==> src/rtl/lcd_spi_write_pkg.sv <==
// Shared LCD definitions: write-engine state encoding, D/C flag values,
// and the colour/command constants the sequencers already use.
package lcd_pkg;

  typedef enum logic [4:0] {
    ST_IDLE  = 5'b00001,
    ST_SETUP = 5'b00010,
    ST_SHIFT = 5'b00100,
    ST_DONE  = 5'b01000,
    ST_GUARD = 5'b10000
  } lcd_state_e;

  localparam int unsigned WORD_W = 9;

  localparam logic DC_CMD  = 1'b0;
  localparam logic DC_DATA = 1'b1;

  localparam logic [WORD_W-1:0] CMD_RAMWR = 9'h02C;

  // RGB565 colours
  localparam logic [15:0] COLOR_WHITE   = 16'hFFFF;
  localparam logic [15:0] COLOR_BLACK   = 16'h0000;
  localparam logic [15:0] COLOR_RED     = 16'hF800;
  localparam logic [15:0] COLOR_GREEN   = 16'h07E0;
  localparam logic [15:0] COLOR_BLUE    = 16'h001F;
  localparam logic [15:0] COLOR_YELLOW  = 16'hFFE0;
  localparam logic [15:0] COLOR_CYAN    = 16'h07FF;
  localparam logic [15:0] COLOR_MAGENTA = 16'hF81F;

  function automatic logic [WORD_W-1:0] lcd_word(input logic dc, input logic [7:0] payload);
    return {dc, payload};
  endfunction

endpackage

==> src/rtl/lcd_spi_write_if.sv <==
// Request/completion handshake between the LCD sequencers (master) and the
// SPI write engine (slave).
interface lcd_spi_write_if;
  import lcd_pkg::*;

  logic              en_write;
  logic [WORD_W-1:0] data;
  logic              wr_done;
  logic              busy;

  modport master (output en_write, output data, input wr_done, input busy);
  modport slave  (input en_write, input data, output wr_done, output busy);

endinterface

==> src/rtl/lcd_spi_write.sv <==
// SPI write engine: shifts one {dc, byte} word out MSB first (mode 0) and
// pulses wr_done on completion, then ignores requests for a short guard window.
module lcd_spi_write
  import lcd_pkg::*;
#(
  parameter int unsigned CLK_DIV      = 2,
  parameter int unsigned CS_SETUP     = 1,
  parameter int unsigned GUARD_CYCLES = 2
) (
  input  logic             sys_clk,
  input  logic             sys_rst,
  lcd_spi_write_if.slave   host,
  output logic             lcd_cs_n,
  output logic             lcd_sclk,
  output logic             lcd_mosi,
  output logic             lcd_dc
);

  localparam int unsigned PW = $clog2(CLK_DIV + 1);

  lcd_state_e        state, state_nxt;
  logic [WORD_W-1:0] shreg, shreg_nxt;
  logic [PW-1:0]     phase_cnt, phase_cnt_nxt;
  logic              sclk_hi, sclk_hi_nxt;
  logic [2:0]        bit_cnt, bit_cnt_nxt;
  logic [3:0]        wait_cnt, wait_cnt_nxt;

  always_ff @(posedge sys_clk) begin
    if (sys_rst) begin
      state     <= ST_IDLE;
      shreg     <= '0;
      phase_cnt <= '0;
      sclk_hi   <= 1'b0;
      bit_cnt   <= '0;
      wait_cnt  <= '0;
    end else begin
      state     <= state_nxt;
      shreg     <= shreg_nxt;
      phase_cnt <= phase_cnt_nxt;
      sclk_hi   <= sclk_hi_nxt;
      bit_cnt   <= bit_cnt_nxt;
      wait_cnt  <= wait_cnt_nxt;
    end
  end

  always_comb begin
    state_nxt     = state;
    shreg_nxt     = shreg;
    phase_cnt_nxt = phase_cnt;
    sclk_hi_nxt   = sclk_hi;
    bit_cnt_nxt   = bit_cnt;
    wait_cnt_nxt  = wait_cnt;

    unique case (state)
      ST_IDLE: begin
        if (host.en_write) begin
          state_nxt    = ST_SETUP;
          shreg_nxt    = host.data;
          wait_cnt_nxt = '0;
        end
      end

      ST_SETUP: begin
        if (wait_cnt == 4'(CS_SETUP - 1)) begin
          state_nxt     = ST_SHIFT;
          phase_cnt_nxt = '0;
          sclk_hi_nxt   = 1'b0;
          bit_cnt_nxt   = 3'd7;
        end else begin
          wait_cnt_nxt = wait_cnt + 4'd1;
        end
      end

      ST_SHIFT: begin
        if (phase_cnt == PW'(CLK_DIV - 1)) begin
          phase_cnt_nxt = '0;
          if (!sclk_hi) begin
            sclk_hi_nxt = 1'b1;
          end else begin
            sclk_hi_nxt = 1'b0;
            if (bit_cnt == 3'd0) begin
              state_nxt = ST_DONE;
            end else begin
              // Next bit lands on shreg[7] exactly as the new low phase starts;
              // shreg[8] keeps the D/C flag for the whole transfer.
              bit_cnt_nxt = bit_cnt - 3'd1;
              shreg_nxt   = {shreg[8], shreg[6:0], 1'b0};
            end
          end
        end else begin
          phase_cnt_nxt = phase_cnt + 1'b1;
        end
      end

      ST_DONE: begin
        wait_cnt_nxt = '0;
        state_nxt    = (GUARD_CYCLES == 0) ? ST_IDLE : ST_GUARD;
      end

      ST_GUARD: begin
        if (wait_cnt == 4'(GUARD_CYCLES - 1)) begin
          state_nxt = ST_IDLE;
        end else begin
          wait_cnt_nxt = wait_cnt + 4'd1;
        end
      end

      default: state_nxt = ST_IDLE;
    endcase
  end

  // Pins are decoded from registered state, so reset releases CS and SCLK at once.
  always_comb begin
    lcd_cs_n = !((state == ST_SETUP) || (state == ST_SHIFT));
    lcd_sclk = (state == ST_SHIFT) && sclk_hi;
    lcd_mosi = shreg[7];
    lcd_dc   = shreg[8];
  end

  assign host.wr_done = (state == ST_DONE);
  assign host.busy    = (state != ST_IDLE);

endmodule

==> src/flat_wrapper.sv <==
// flat-port wrapper written by rule: the top's interface ports become plain ports
module lcd_spi_write_flat import lcd_pkg::*;
#(
  parameter int unsigned CLK_DIV      = 2,
  parameter int unsigned CS_SETUP     = 1,
  parameter int unsigned GUARD_CYCLES = 2
)
  (sys_clk, sys_rst, lcd_cs_n, lcd_sclk, lcd_mosi, lcd_dc, host_en_write, host_data, host_wr_done, host_busy);
  lcd_spi_write_if host_i ();
  input  logic sys_clk;
  input  logic sys_rst;
  output logic lcd_cs_n;
  output logic lcd_sclk;
  output logic lcd_mosi;
  output logic lcd_dc;
  input wire logic [$bits(host_i.en_write)-1:0] host_en_write;
  input wire logic [$bits(host_i.data)-1:0] host_data;
  output wire logic [$bits(host_i.wr_done)-1:0] host_wr_done;
  output wire logic [$bits(host_i.busy)-1:0] host_busy;
  assign host_i.en_write = host_en_write;
  assign host_i.data = host_data;
  assign host_wr_done = host_i.wr_done;
  assign host_busy = host_i.busy;
  lcd_spi_write #(.CLK_DIV(CLK_DIV), .CS_SETUP(CS_SETUP), .GUARD_CYCLES(GUARD_CYCLES)) u_core (.sys_clk(sys_clk), .sys_rst(sys_rst), .host(host_i), .lcd_cs_n(lcd_cs_n), .lcd_sclk(lcd_sclk), .lcd_mosi(lcd_mosi), .lcd_dc(lcd_dc));
endmodule
==> config.mk <==
export PLATFORM = sky130hd
export DESIGN_NAME = lcd_spi_write_flat
export DESIGN_NICKNAME = d
export VERILOG_FILES = /design/src/rtl/lcd_spi_write_pkg.sv /design/src/rtl/lcd_spi_write_if.sv /design/src/rtl/lcd_spi_write.sv /design/src/flat_wrapper.sv
export SDC_FILE = /design/constraint.sdc
export NUM_CORES = 1
export LEC_CHECK = 0
export ABC_AREA = 0
export CAP_MARGIN = 20
export CORE_UTILIZATION = 55
export CTS_CLUSTER_DIAMETER = 40
export DETAILED_ROUTE_END_ITERATION = 12
export GPL_TIMING_DRIVEN = 0
export PLACE_DENSITY = 0.8
export SETUP_SLACK_MARGIN = 0.1
export SYNTH_ARGS = -nofsm -noshare
export SYNTH_HDL_FRONTEND = slang
export SYNTH_SLANG_ARGS = --single-unit
==> constraint.sdc <==
create_clock -name sys_clk -period 3.9 [get_ports sys_clk]
set_input_delay 0.78 -clock sys_clk [delete_from_list [all_inputs] [get_ports sys_clk]]
set_output_delay 0.78 -clock sys_clk [all_outputs]
set_load 0.02 [all_outputs]
# Yosys cells after proc, flatten, opt, wreduce, memory -nomap -nowiden
# Index checks and enable logic that the tools add are counted.
# op_classes
add_sub_neg,3
n_eq_ne,17
n_mux,28
n_bitwise,1
reduce_logical,15
# op_table
operator,n
two-way mux 5 bit,6
two-way mux 9 bit,3
case mux 5 bit (5 select lines),1
case mux 9 bit (2 select lines),1
case mux 4 bit (4 select lines),1
two-way mux 3 bit,4
two-way mux 4 bit,3
!= test 2 x 1 -> 1 bit (second input constant),5
AND reduction 5 bit,2
two-way mux 8 bit,1
!= test 2 bit (second input constant),4
case mux 3 bit (2 select lines),1
AND reduction 3 bit,2
AND reduction 6 bit,1
equality test 5 x 1 -> 1 bit (second input constant),1
equality test 5 x 2 -> 1 bit (second input constant),1
equality test 5 x 3 -> 1 bit (second input constant),1
equality test 5 x 4 -> 1 bit (second input constant),1
equality test 5 bit (second input constant),1
!= test 5 x 1 -> 1 bit (second input constant),1
adder 4 x 1 -> 4 bit (second input constant),1
equality test 4 x 1 -> 1 bit (second input constant),1
zero test 4 bit,1
two-way mux 2 bit,2
15 further kinds,18
# totals
register_bits,24
inputBits,12
wordCells,71

# Depth between registers and ports, before layout
# Gate-level depths: netlist of run 1.
# depth
ltp_word,5
ltp_mapped,8
mapped_depth_nobuf,8

# Least setup slack after synthesis of run 1
# No wires, ideal clock.
# synth_timing
path_type,reg-to-output
start,reg u_core.state[1]
end,out lcd_sclk
arrival_time_ns,1.595
setup_slack_ns,1.525
path_stages_with_launch,6
path_buffers,2
path_cell_list,dfxtp_1 clkbuf_1 or3_4 nor3b_1 buf_2 and2_1
# synth_between
elab_chain_len,2
# synth_rtl
element,line,source
from (decl),lcd_spi_write.sv:21,"lcd_state_e state, state_nxt;"
from (signal assigned),lcd_spi_write.sv:37,state <= state_nxt;
equality test 5 x 3 -> 1 bit,lcd_spi_write.sv:115,lcd_sclk = (state == ST_SHIFT) && sclk_hi;
logical AND 1 bit,lcd_spi_write.sv:115,
to (decl),flat_wrapper.sv:13,output logic lcd_sclk;
# Every way passes these cells.

# Worst setup path after layout of run 1
# Ends and elaborated chain as after synthesis.

==> results of run 1 <==
-- per-layer routing --
layer	part of all wire [%]	wire length [µm]
met1	46	1287
met2	48	1357
met3	4.2	119
met4	2.2	61
met5	0	0
-- per-stage QoR --
| stage | instances | cell area [µm²] |
|---|---|---|
| floorplan | 152 | 1297 |
| global placement | 196 | 1493 |
| detailed placement | 196 | 1493 |
| CTS | 199 | 1515 |
| global route | 199 | 1515 |
| finish | 199 | 1515 |
-- sequential cells by signal, summed over array words and instances, names as in the netlist --
| name | flops |
|---|---|
| u_core.bit_cnt | 3 |
| u_core.phase_cnt | 2 |
| u_core.sclk_hi | 1 |
| u_core.shreg | 9 |
| u_core.state | 5 |
| u_core.wait_cnt | 4 |
-- layout make-up --
type                       count  area share [%]
buffer                         9           3.386
clock buffer                   3           1.486
inverter                       8           1.982
multi-input combinational    111           48.56
sequential                    24           31.71
tap                           28           2.312
timing repair buffer          16           10.57
-- worst min path at each step --
stage / from / to / slack, ns
after floorplan: u_core.bit_cnt[0]$_SDFFE_PP0P_ / u_core.bit_cnt[0]$_SDFFE_PP0P_ / 0.44
after global placement: u_core.shreg[8]$_SDFFE_PP0P_ / u_core.shreg[8]$_SDFFE_PP0P_ / 0.44
after detailed placement: u_core.shreg[8]$_SDFFE_PP0P_ / u_core.shreg[8]$_SDFFE_PP0P_ / 0.45
after CTS: u_core.shreg[8]$_SDFFE_PP0P_ / u_core.shreg[8]$_SDFFE_PP0P_ / 0.47
after global routing: u_core.shreg[8]$_SDFFE_PP0P_ / u_core.shreg[8]$_SDFFE_PP0P_ / 0.51
final: u_core.shreg[8]$_SDFFE_PP0P_ / u_core.shreg[8]$_SDFFE_PP0P_ / 0.46
-- power by group --
group | total [mW] | leakage [nW] | internal, mW | switching, mW
clock network | 0.108 | 0.0138 | 0.0362 | 0.0716
registers | 0.262 | 0.196 | 0.256 | 0.00616
logic | 0.0872 | 0.310 | 0.0411 | 0.0461
-- placed cells by master (no fill, tap or decap), types with 2 or more instances in the layout --
cell type        synthesis  layout
clkbuf_4                 0       3
nand3_1                  4       4
a211oi_1                 4       4
nor3b_1                  3       3
o31ai_1                  2       2
inv_1                    8       8
a21oi_1                  7       7
nor2_1                  24      24
a311oi_1                 5       5
nand2_1                 19      19
o21ai_0                  2       2
buf_2                    2       2
nand4_1                  2       2
nand2b_1                 2       2
nor3_1                   6       6
clkbuf_1                 5       5
clkdlybuf4s50_1          0      16
xor2_1                   3       3
dfxtp_1                 24      24
ha_1                     5       5
buf_6                    2       2
a311oi_2                 3       3
-- critical path, stage by stage, from the launching register on --
cell and delay (ns):
dfxtp_1 0.32, clkbuf_1 0.20, or3_4 0.40, nor3b_1 0.41, buf_2 0.30, and2_1 0.15, clkdlybuf4s50_1 0.59
-- cell families (layout without fill, tap and decap cells) --
logic type                 count (synthesis)  in the layout  share of synthesized area (%)
AOI/OAI and AO/OA                         31             31                          21.31
xor gates and xnor gates                   3              3                          2.025
adders and majority gates                  5              5                          4.822
buffers and inverters                     17             36                          6.268
DFF                                       24             24                          37.03
and+or+nand+nor                           72             72                          28.55
==> impl_metrics.json, run 1 <==
{
  "final_max_slew_viol_count": 0,
  "outcome": "complete, no violations",
  "wl_per_cell_um": 14.20,
  "end_kind": "output port",
  "portBuffers": 16,
  "first_global_vias": 1087,
  "multi_input_area_um2": 735.7,
  "start_util_pct": 58.65,
  "rsz0062_at_grt": "false",
  "timing.hold.ws_ns": 0.4603,
  "htreeDepth": 1,
  "synth_commonest_cells": "dfxtp_1, nor2_1, nand2_1",
  "setup_ws_ns": 0.4472,
  "syn_to_final_growth_pct": 16.78,
  "rr_worst_depth": 6,
  "num_rows": 17,
  "ios": 18,
  "hp-class": "reg -> reg",
  "core-area_um2": 2212,
  "cts.sinks": 24,
  "power_leakage_nw": 0.5195,
  "fin_crit_sh_pct": 88.53,
  "first_pass_iters": 4,
  "die_x_um": 50.57,
  "tightest_slew_ns": 0.6082,
  "seq_area_um2": 480.5,
  "post_cts_buffers": 0,
  "via_count": 1161,
  "via_per_inst": 5.834,
  "drt_wl_total_um": 2825,
  "dp_hpwl_um": 2089,
  "grt_usage_pct": 25.57,
  "insertion_delay_ns": 0.31,
  "grt-ovfl-total": 0,
  "criticalPathCategory": "reg -> out",
  "die_area_um2": 2557,
  "synth_edf_count": 0,
  "syn_area_um2": 1297,
  "finalNetCount": 190,
  "place_congestion": 0.8039,
  "timing.rr.start": "u_core.wait_cnt[1]$_SDFFE_PP0P_",
  "fin_util_pct": 68.50,
  "r2r-end": "u_core.wait_cnt[2]$_SDFFE_PP0P_",
  "crit_path_start": "u_core.state[1]$_SDFFE_PP0P_",
  "synthFlopType": "dfxtp_1",
  "antenna_found_initial": 0,
  "p_total_mw": 0.4575,
  "grt.busiest_layer": "met2",
  "cts_resized": 0,
  "crit_fanout": 10,
  "max_cap_viol_count": 0,
  "root_buffer": "clkbuf_4",
  "synthTopCellsByArea": "dfxtp_1, nor2_1, nand2_1",
  "cp-start-kind": "flip-flop",
  "r2r_slack_ns": 1.70,
  "tns_ns": 0,
  "drtIter0Drc": 34,
  "critPathArrivalTime_ns": 2.67,
  "hold_violations": 0,
  "finalSetupViolations": 0,
  "timing.fmax_ghz": 0.2896,
  "synth_warnings": 0,
  "syn_nets": 169,
  "ys_seq_elements": 24,
  "yosysTopAreaCellShare_pct": 37.03,
  "drtAntennaViolNets": 0,
  "grt_pass1_wl_um": 4864,
  "worst_hold_path.num_cells": 2,
  "yosysTopAreaCell": "dfxtp_1",
  "crit_required_ns": 3.12,
  "drive_gt1_share_pct": 10.53,
  "clk_pin_slew_ns": 0.12,
  "antenna_cells": 0,
  "min_period_ns": 3.453,
  "cts_buffers": 3,
  "vdd_drop_max_uv": 249.6,
  "grt_util_met3_pct": 5.455,
  "grtUsageMet2_pct": 42.89,
  "gr-usage-met1_pct": 30.81,
  "cts_tree": "done",
  "seq_area_frac_synth_pct": 37.03,
  "grt_max_degree": 13,
  "worst_clock_skew_ns": 0.005157,
  "maxSlewHeadroom_pct": 59.35,
  "cts_buffer_depth": 2,
  "postSynth.asyncResetShare_pct": 0,
  "cts_hold_buf": 0,
  "synth_cells": 152,
  "route.detailed.drc": 0,
  "pre_cts_slack_ns": 0.8471,
  "fillCellCount": 192,
  "ys_types": 40,
  "synth_area_per_cell_um2": 8.536,
  "power.density_nw_per_um2": 301.9,
  "critical_path.endpoint": "lcd_sclk",
  "fp.dieH_um": 50.57
}
Power figures use the tool's default switching activity.
==> inputs of run 2 (changes only) <==
Settings changed: TNS_END_PERCENT from default to 1.
==> results of run 2 <==
Final layout, timing and power as in run 1 (identical DEF).
